--- config.mk ---
export PLATFORM = sky130hd
export DESIGN_NAME = frame_reader_512
export DESIGN_NICKNAME = d
export VERILOG_FILES = /design/src/rtl/frame_reader_512.sv
export SDC_FILE = /design/constraint.sdc
export NUM_CORES = 1
export LEC_CHECK = 0
export CELL_PAD_IN_SITES_DETAIL_PLACEMENT = 2
export CELL_PAD_IN_SITES_GLOBAL_PLACEMENT = 2
export CORE_UTILIZATION = 38
export CTS_CLUSTER_SIZE = 24
export DETAILED_ROUTE_END_ITERATION = 8
export PLACE_DENSITY_LB_ADDON = 0.25
export SLEW_MARGIN = 25
export SYNTH_ARGS = -nofsm -noshare
export SYNTH_HDL_FRONTEND = slang
export SYNTH_SLANG_ARGS = --single-unit
--- constraint.sdc ---
create_clock -name clk -period 6.4 [get_ports clk]
set_input_delay 0.64 -clock clk [delete_from_list [all_inputs] [get_ports clk]]
set_output_delay 0.64 -clock clk [all_outputs]
set_load 0.03 [all_outputs]
--- src/rtl/frame_reader_512.sv ---
// Frame reader behind the 512-deep framing FIFO.
// Waits for a whole frame to be buffered, then bursts it out of the FIFO read
// port and presents it as a valid/ready stream with start and end markers.
// A 3-entry skid buffer absorbs the FIFO's 1-cycle read latency and output
// backpressure. The read strobe never depends on m_ready.
module frame_reader_512 #(
  parameter int DATA_WIDTH  = 16,
  parameter int FRAME_LEN   = 512,
  parameter int LEVEL_WIDTH = 10,
  parameter int CNT_WIDTH   = 10
) (
  input  logic                   clk,
  input  logic                   tb_rst,
  input  logic                   frame_enable,
  input  logic [DATA_WIDTH-1:0]  fifo_rd_data,
  input  logic                   fifo_rd_empty,
  input  logic [LEVEL_WIDTH-1:0] fifo_rd_water_level,
  output logic                   fifo_rd_en,
  output logic [DATA_WIDTH-1:0]  m_data,
  output logic                   m_valid,
  input  logic                   m_ready,
  output logic                   m_sof,
  output logic                   m_eof,
  output logic [15:0]            frame_cnt,
  output logic                   busy,
  output logic                   underrun
);

  typedef enum logic [1:0] {
    ST_IDLE  = 2'd0,
    ST_BURST = 2'd1,
    ST_DRAIN = 2'd2
  } state_e;

  localparam logic [CNT_WIDTH-1:0]   FRAME_LEN_C = CNT_WIDTH'(FRAME_LEN);
  localparam logic [CNT_WIDTH-1:0]   LAST_BEAT_C = CNT_WIDTH'(FRAME_LEN - 1);
  localparam logic [LEVEL_WIDTH-1:0] LEVEL_GO_C  = LEVEL_WIDTH'(FRAME_LEN);

  state_e                state_q, state_d;
  logic [CNT_WIDTH-1:0]  issue_cnt_q, issue_cnt_d;
  logic [CNT_WIDTH-1:0]  beat_cnt_q, beat_cnt_d;
  logic                  inflight_q;
  logic [DATA_WIDTH-1:0] buf_mem_q [0:2];
  logic [1:0]            buf_wr_ptr_q, buf_rd_ptr_q;
  logic [2:0]            buf_cnt_q, buf_cnt_d;
  logic [15:0]           frame_cnt_q;
  logic                  underrun_q;

  logic issue_open;
  logic rd_en;
  logic push;
  logic pop;
  logic eof_hs;

  function automatic logic [1:0] ptr_inc(input logic [1:0] ptr);
    return (ptr == 2'd2) ? 2'd0 : ptr + 2'd1;
  endfunction

  // Reads are issued only while the frame still owes samples, the FIFO has
  // data, and the buffer can take this read on top of the one in flight.
  assign issue_open = (state_q == ST_BURST) && (issue_cnt_q < FRAME_LEN_C);
  assign rd_en      = issue_open && !fifo_rd_empty &&
                      ((buf_cnt_q + 3'(inflight_q)) <= 3'd2);
  assign push       = inflight_q;
  assign pop        = m_valid && m_ready;
  assign eof_hs     = pop && m_eof;

  assign fifo_rd_en = rd_en;
  assign m_valid    = (buf_cnt_q != 3'd0);
  assign m_data     = buf_mem_q[buf_rd_ptr_q];
  assign m_sof      = m_valid && (beat_cnt_q == '0);
  assign m_eof      = m_valid && (beat_cnt_q == LAST_BEAT_C);
  assign frame_cnt  = frame_cnt_q;
  assign busy       = (state_q != ST_IDLE);
  assign underrun   = underrun_q;

  // Next-state logic for the frame FSM and its issue/beat counters.
  always_comb begin
    // NOTE: every output of this block gets a default first so no path leaves
    // it unassigned, which would otherwise infer a latch.
    state_d     = state_q;
    issue_cnt_d = issue_cnt_q;
    beat_cnt_d  = beat_cnt_q;
    if (pop) begin
      beat_cnt_d = m_eof ? '0 : beat_cnt_q + CNT_WIDTH'(1);
    end
    unique case (state_q)
      ST_IDLE: begin
        issue_cnt_d = '0;
        beat_cnt_d  = '0;
        if (frame_enable && (fifo_rd_water_level >= LEVEL_GO_C)) begin
          state_d = ST_BURST;
        end
      end
      ST_BURST: begin
        if (rd_en) begin
          issue_cnt_d = issue_cnt_q + CNT_WIDTH'(1);
        end
        if (issue_cnt_q == FRAME_LEN_C) begin
          state_d = ST_DRAIN;
        end
      end
      ST_DRAIN: begin
        if (eof_hs) begin
          state_d = ST_IDLE;
        end
      end
      default: state_d = ST_IDLE;
    endcase
  end

  // Skid buffer occupancy: a simultaneous push and pop leaves it unchanged.
  always_comb begin
    buf_cnt_d = buf_cnt_q;
    unique case ({push, pop})
      2'b10:   buf_cnt_d = buf_cnt_q + 3'd1;
      2'b01:   buf_cnt_d = buf_cnt_q - 3'd1;
      default: buf_cnt_d = buf_cnt_q;
    endcase
  end

  // FSM state, counters, frame count and sticky underrun flag.
  always_ff @(posedge clk or posedge tb_rst) begin
    // NOTE: state is updated with non-blocking assignments so every register
    // samples pre-edge values regardless of evaluation order.
    if (tb_rst) begin
      state_q     <= ST_IDLE;
      issue_cnt_q <= '0;
      beat_cnt_q  <= '0;
      frame_cnt_q <= '0;
      underrun_q  <= 1'b0;
    end else begin
      state_q     <= state_d;
      issue_cnt_q <= issue_cnt_d;
      beat_cnt_q  <= beat_cnt_d;
      if (eof_hs) begin
        frame_cnt_q <= frame_cnt_q + 16'd1;
      end
      if (issue_open && fifo_rd_empty) begin
        underrun_q <= 1'b1;
      end
    end
  end

  // Read-latency tracking and the 3-entry skid buffer storage.
  always_ff @(posedge clk or posedge tb_rst) begin
    if (tb_rst) begin
      inflight_q   <= 1'b0;
      buf_wr_ptr_q <= 2'd0;
      buf_rd_ptr_q <= 2'd0;
      buf_cnt_q    <= 3'd0;
      // NOTE: the storage is reset because its head drives m_data directly,
      // which must read zero out of reset; it is only three words.
      for (int i = 0; i < 3; i++) begin
        buf_mem_q[i] <= '0;
      end
    end else begin
      inflight_q <= rd_en;
      buf_cnt_q  <= buf_cnt_d;
      if (push) begin
        buf_mem_q[buf_wr_ptr_q] <= fifo_rd_data;
        buf_wr_ptr_q            <= ptr_inc(buf_wr_ptr_q);
      end
      if (pop) begin
        buf_rd_ptr_q <= ptr_inc(buf_rd_ptr_q);
      end
    end
  end

endmodule

==> out/metrics.yaml <==
sta:
  max_slew_margin: 0.346
  rsz0062_at_grt: "false"
  slew_viol_final: 0
  fin_skew_ps: 6.18
  setup_viol: 0
  hold_viol: 0
  fmax_mhz: 276
  setup_tns_ps: 0
  fin_crit_ps: 3620
  tightest_slew_ps: 979
  fin_crit_sh: 0.566
detailed_routing:
  drt_pre_antenna_iters: 6
  vias: 3377
  drt_wl_total_um: 11800
  drc_errors: 6
  post_drt_via_cell_ratio: 5.55
  drt_iter0_markers: 93
  routedWlPerCell_um: 19.4
  antenna_left: 0
critical_path:
  cp.required_ps: 5760
  cp_data_arrival_time_ps: 2980
  endpoint_kind: "primary output"
  path_class: "reg -> out"
  startpoint_type: "register"
  cp_max_fo: 19
floorplanning:
  initial_core_util: 0.398
  core_um2: 11600
  die_area_um2: 12600
  io_pins: 69
  rows: 39
  die_w_um: 112
  die_y_um: 112
logic_synthesis:
  synth_edf_count: 0
  syn_inst: 405
  avgSynthCellArea_um2: 11.4
  synth-seq-cells: 95
  async_flop_share: 1.00
  synth_ff_type: "dfrtp_1"
  synthesis.area_um2: 4620
  ys_seq_area_frac: 0.514
  syn_nets: 445
  synth_cell_type_count: 54
  ys_warn_count: 0
global_route:
  first_global_vias: 3782
  grt.total_usage: 0.206
  grt_most_used_layer: "met2"
  grt_use_met1: 0.259
  grt_first_pass_wirelength_um: 20100
  grt-ovfl-total: 0
  grt_use_met3: 0.0254
  grt_max_degree: 80
  antenna_found_initial: 0
  grt_use_met2: 0.364
clock_tree:
  cts_hold_buf: 0
  h-tree-depth: 3
  clk_pin_slew_worst_paths_ps: 70
  clock_latency_ps: 340
  cts-root-buf: "clkbuf_16"
  postCtsSetupRepairBufs: 0
  cts.sinks: 95
  numCtsBuffers: 9
  cts_resized: 0
  cts_tree: "built"
  cts.path.max_buffers: 2
layout:
  final_nets: 501
  final_util: 0.483
  finalInstanceArea_um2: 5610
  drive_gt1_frac: 0.172
  fill_cells: 1198
  diodes: 0
  area_delta_synth_final_pct: 21.3
  regArea_um2: 2380
  multi_input_area_um2: 2110
run_status:
  status: "finished with violations"
  violations: "design-rule violations"
pwr:
  power_mw: 1.72
  p_leak_nw: 2.45
  ir_drop_v: 0.000173
  power_per_cell_area_nw_per_um2: 307
placed_design:
  dp_hpwl_um: 7920
  gp_congestion: 0.793
  place_area_um2: 5340
  portBuffers: 59
job:
  max-cap-violations: 0
worst_hold_path:
  hold_class: "reg -> reg"
[registers in the layout (all words and copies together), names as in the netlist]
| signal | flops |
|---|---|
| beat_cnt_q | 10 |
| buf_cnt_q | 3 |
| inflight_q | 1 |
| underrun | 1 |
| state_q | 2 |
| buf_wr_ptr_q | 2 |
| buf_mem_q | 48 |
| buf_rd_ptr_q | 2 |
| issue_cnt_q | 10 |
| frame_cnt | 16 |
[kinds of logic (layout without fill, tap and decap cells)]
logic type / count (synthesis) / in the layout / synth area share
XOR/XNOR: 29 / 29 / 0.0549
adder cells (fa/ha/maj): 9 / 9 / 0.0260
multiplexers: 68 / 68 / 0.161
AO/OA/AOI/OAI: 51 / 51 / 0.0752
buffers and inverters: 30 / 91 / 0.0298
AND/OR/NAND/NOR: 123 / 123 / 0.139
flip-flops: 95 / 95 / 0.514
[cell usage in the layout (no fill, tap or decap), drive strengths merged, types with 4 or more instances in the layout]
cell type,Yosys,final
xnor2,14,14
mux2i,16,16
o21ai,21,21
ha,8,8
nand3,15,15
nor2,22,22
clkinv,1,5
nor3,10,10
and3,7,7
nand2b,4,4
buf,3,5
dfrtp,95,95
inv,10,9
nand2,36,36
mux2,52,52
xor2,15,15
clkdlybuf4s50,0,59
nor4,6,6
clkbuf,15,13
nand4,9,9
a21oi,5,5
[worst paths after layout]
kind / startpoint / end / slack (ps) / cells past startpoint
max in group asynchronous: tb_rst / beat_cnt_q[4]$_DFFE_PP0P_ / 4830 / 3
hold reg to reg: frame_cnt[15]$_DFFE_PP0P_ / frame_cnt[15]$_DFFE_PP0P_ / 470 / 1
hold / removal: frame_cnt[15]$_DFFE_PP0P_ / frame_cnt[15]$_DFFE_PP0P_ / 470 / 1
setup / recovery: buf_rd_ptr_q[0]$_DFFE_PP0N_ / m_data[5] / 2780 / 5
min in group asynchronous: tb_rst / buf_mem_q[27]$_DFFE_PP0P_ / 560 / 2
setup reg to reg: buf_cnt_q[0]$_DFFE_PP0P_ / buf_cnt_q[2]$_DFFE_PP0P_ / 3770 / 7
[report_power, final]
group	switching [mW]	internal, mW	total, mW
Sequential	0.0838	0.646	0.729
Clock	0.221	0.274	0.494
Combinational	0.289	0.210	0.499
Total	0.594	1.13	1.72
[layer usage]
metal | vias up | routed length (µm) | part of all wire
li1 | 1553 | - | -
met1 | 1766 | 5150 | 0.44
met2 | 45 | 6220 | 0.53
met3 | 13 | 244 | 0.021
met4 | 0 | 184 | 0.016
met5 | - | 0 | 0
[synthesized netlist by cell type, types with 3 or more instances]
master | instances | area (µm²)
xnor2_1 | 14 | 123
and3_1 | 5 | 31.3
a22o_1 | 3 | 26.3
nand2b_1 | 4 | 25.0
o2111ai_1 | 3 | 26.3
nor2_1 | 22 | 82.6
xor2_1 | 15 | 131
or3_1 | 3 | 18.8
ha_1 | 8 | 100
inv_1 | 10 | 37.5
nor4_1 | 5 | 31.3
a21oi_1 | 5 | 25.0
clkbuf_1 | 14 | 52.6
or4_1 | 3 | 22.5
mux2_2 | 52 | 586
mux2i_1 | 16 | 160
nand2_1 | 36 | 135
nand3_1 | 15 | 75.1
dfrtp_1 | 95 | 2380
o21ai_0 | 21 | 105
nor3_1 | 9 | 45.0
nand4_1 | 8 | 50.1
[layout make-up]
class,count,share of cell area
flip-flops and latches,95,0.424
multi-input cells,280,0.376
repair buffers,64,0.113
clock buffers,13,0.0446
well taps,143,0.0319
inverters,11,0.00758
clock inverters,3,0.00335
[worst max-delay path, cell delays in order (launching register included)]
cell             delay [ps]
dfrtp_1                 760
nor2b_1                 740
buf_4                   290
nand2_1                  60
o21ai_0                  80
clkdlybuf4s50_1         700
[through the flow]
step,instances,hold slack [ps],worst slack [ps]
after floorplan,405,479,3280
after global placement,593,462,3050
after detailed placement,593,468,3000
after CTS,609,476,2750
after global routing,609,486,2610
final,609,468,2780
(Power assumes the default switching activity.)
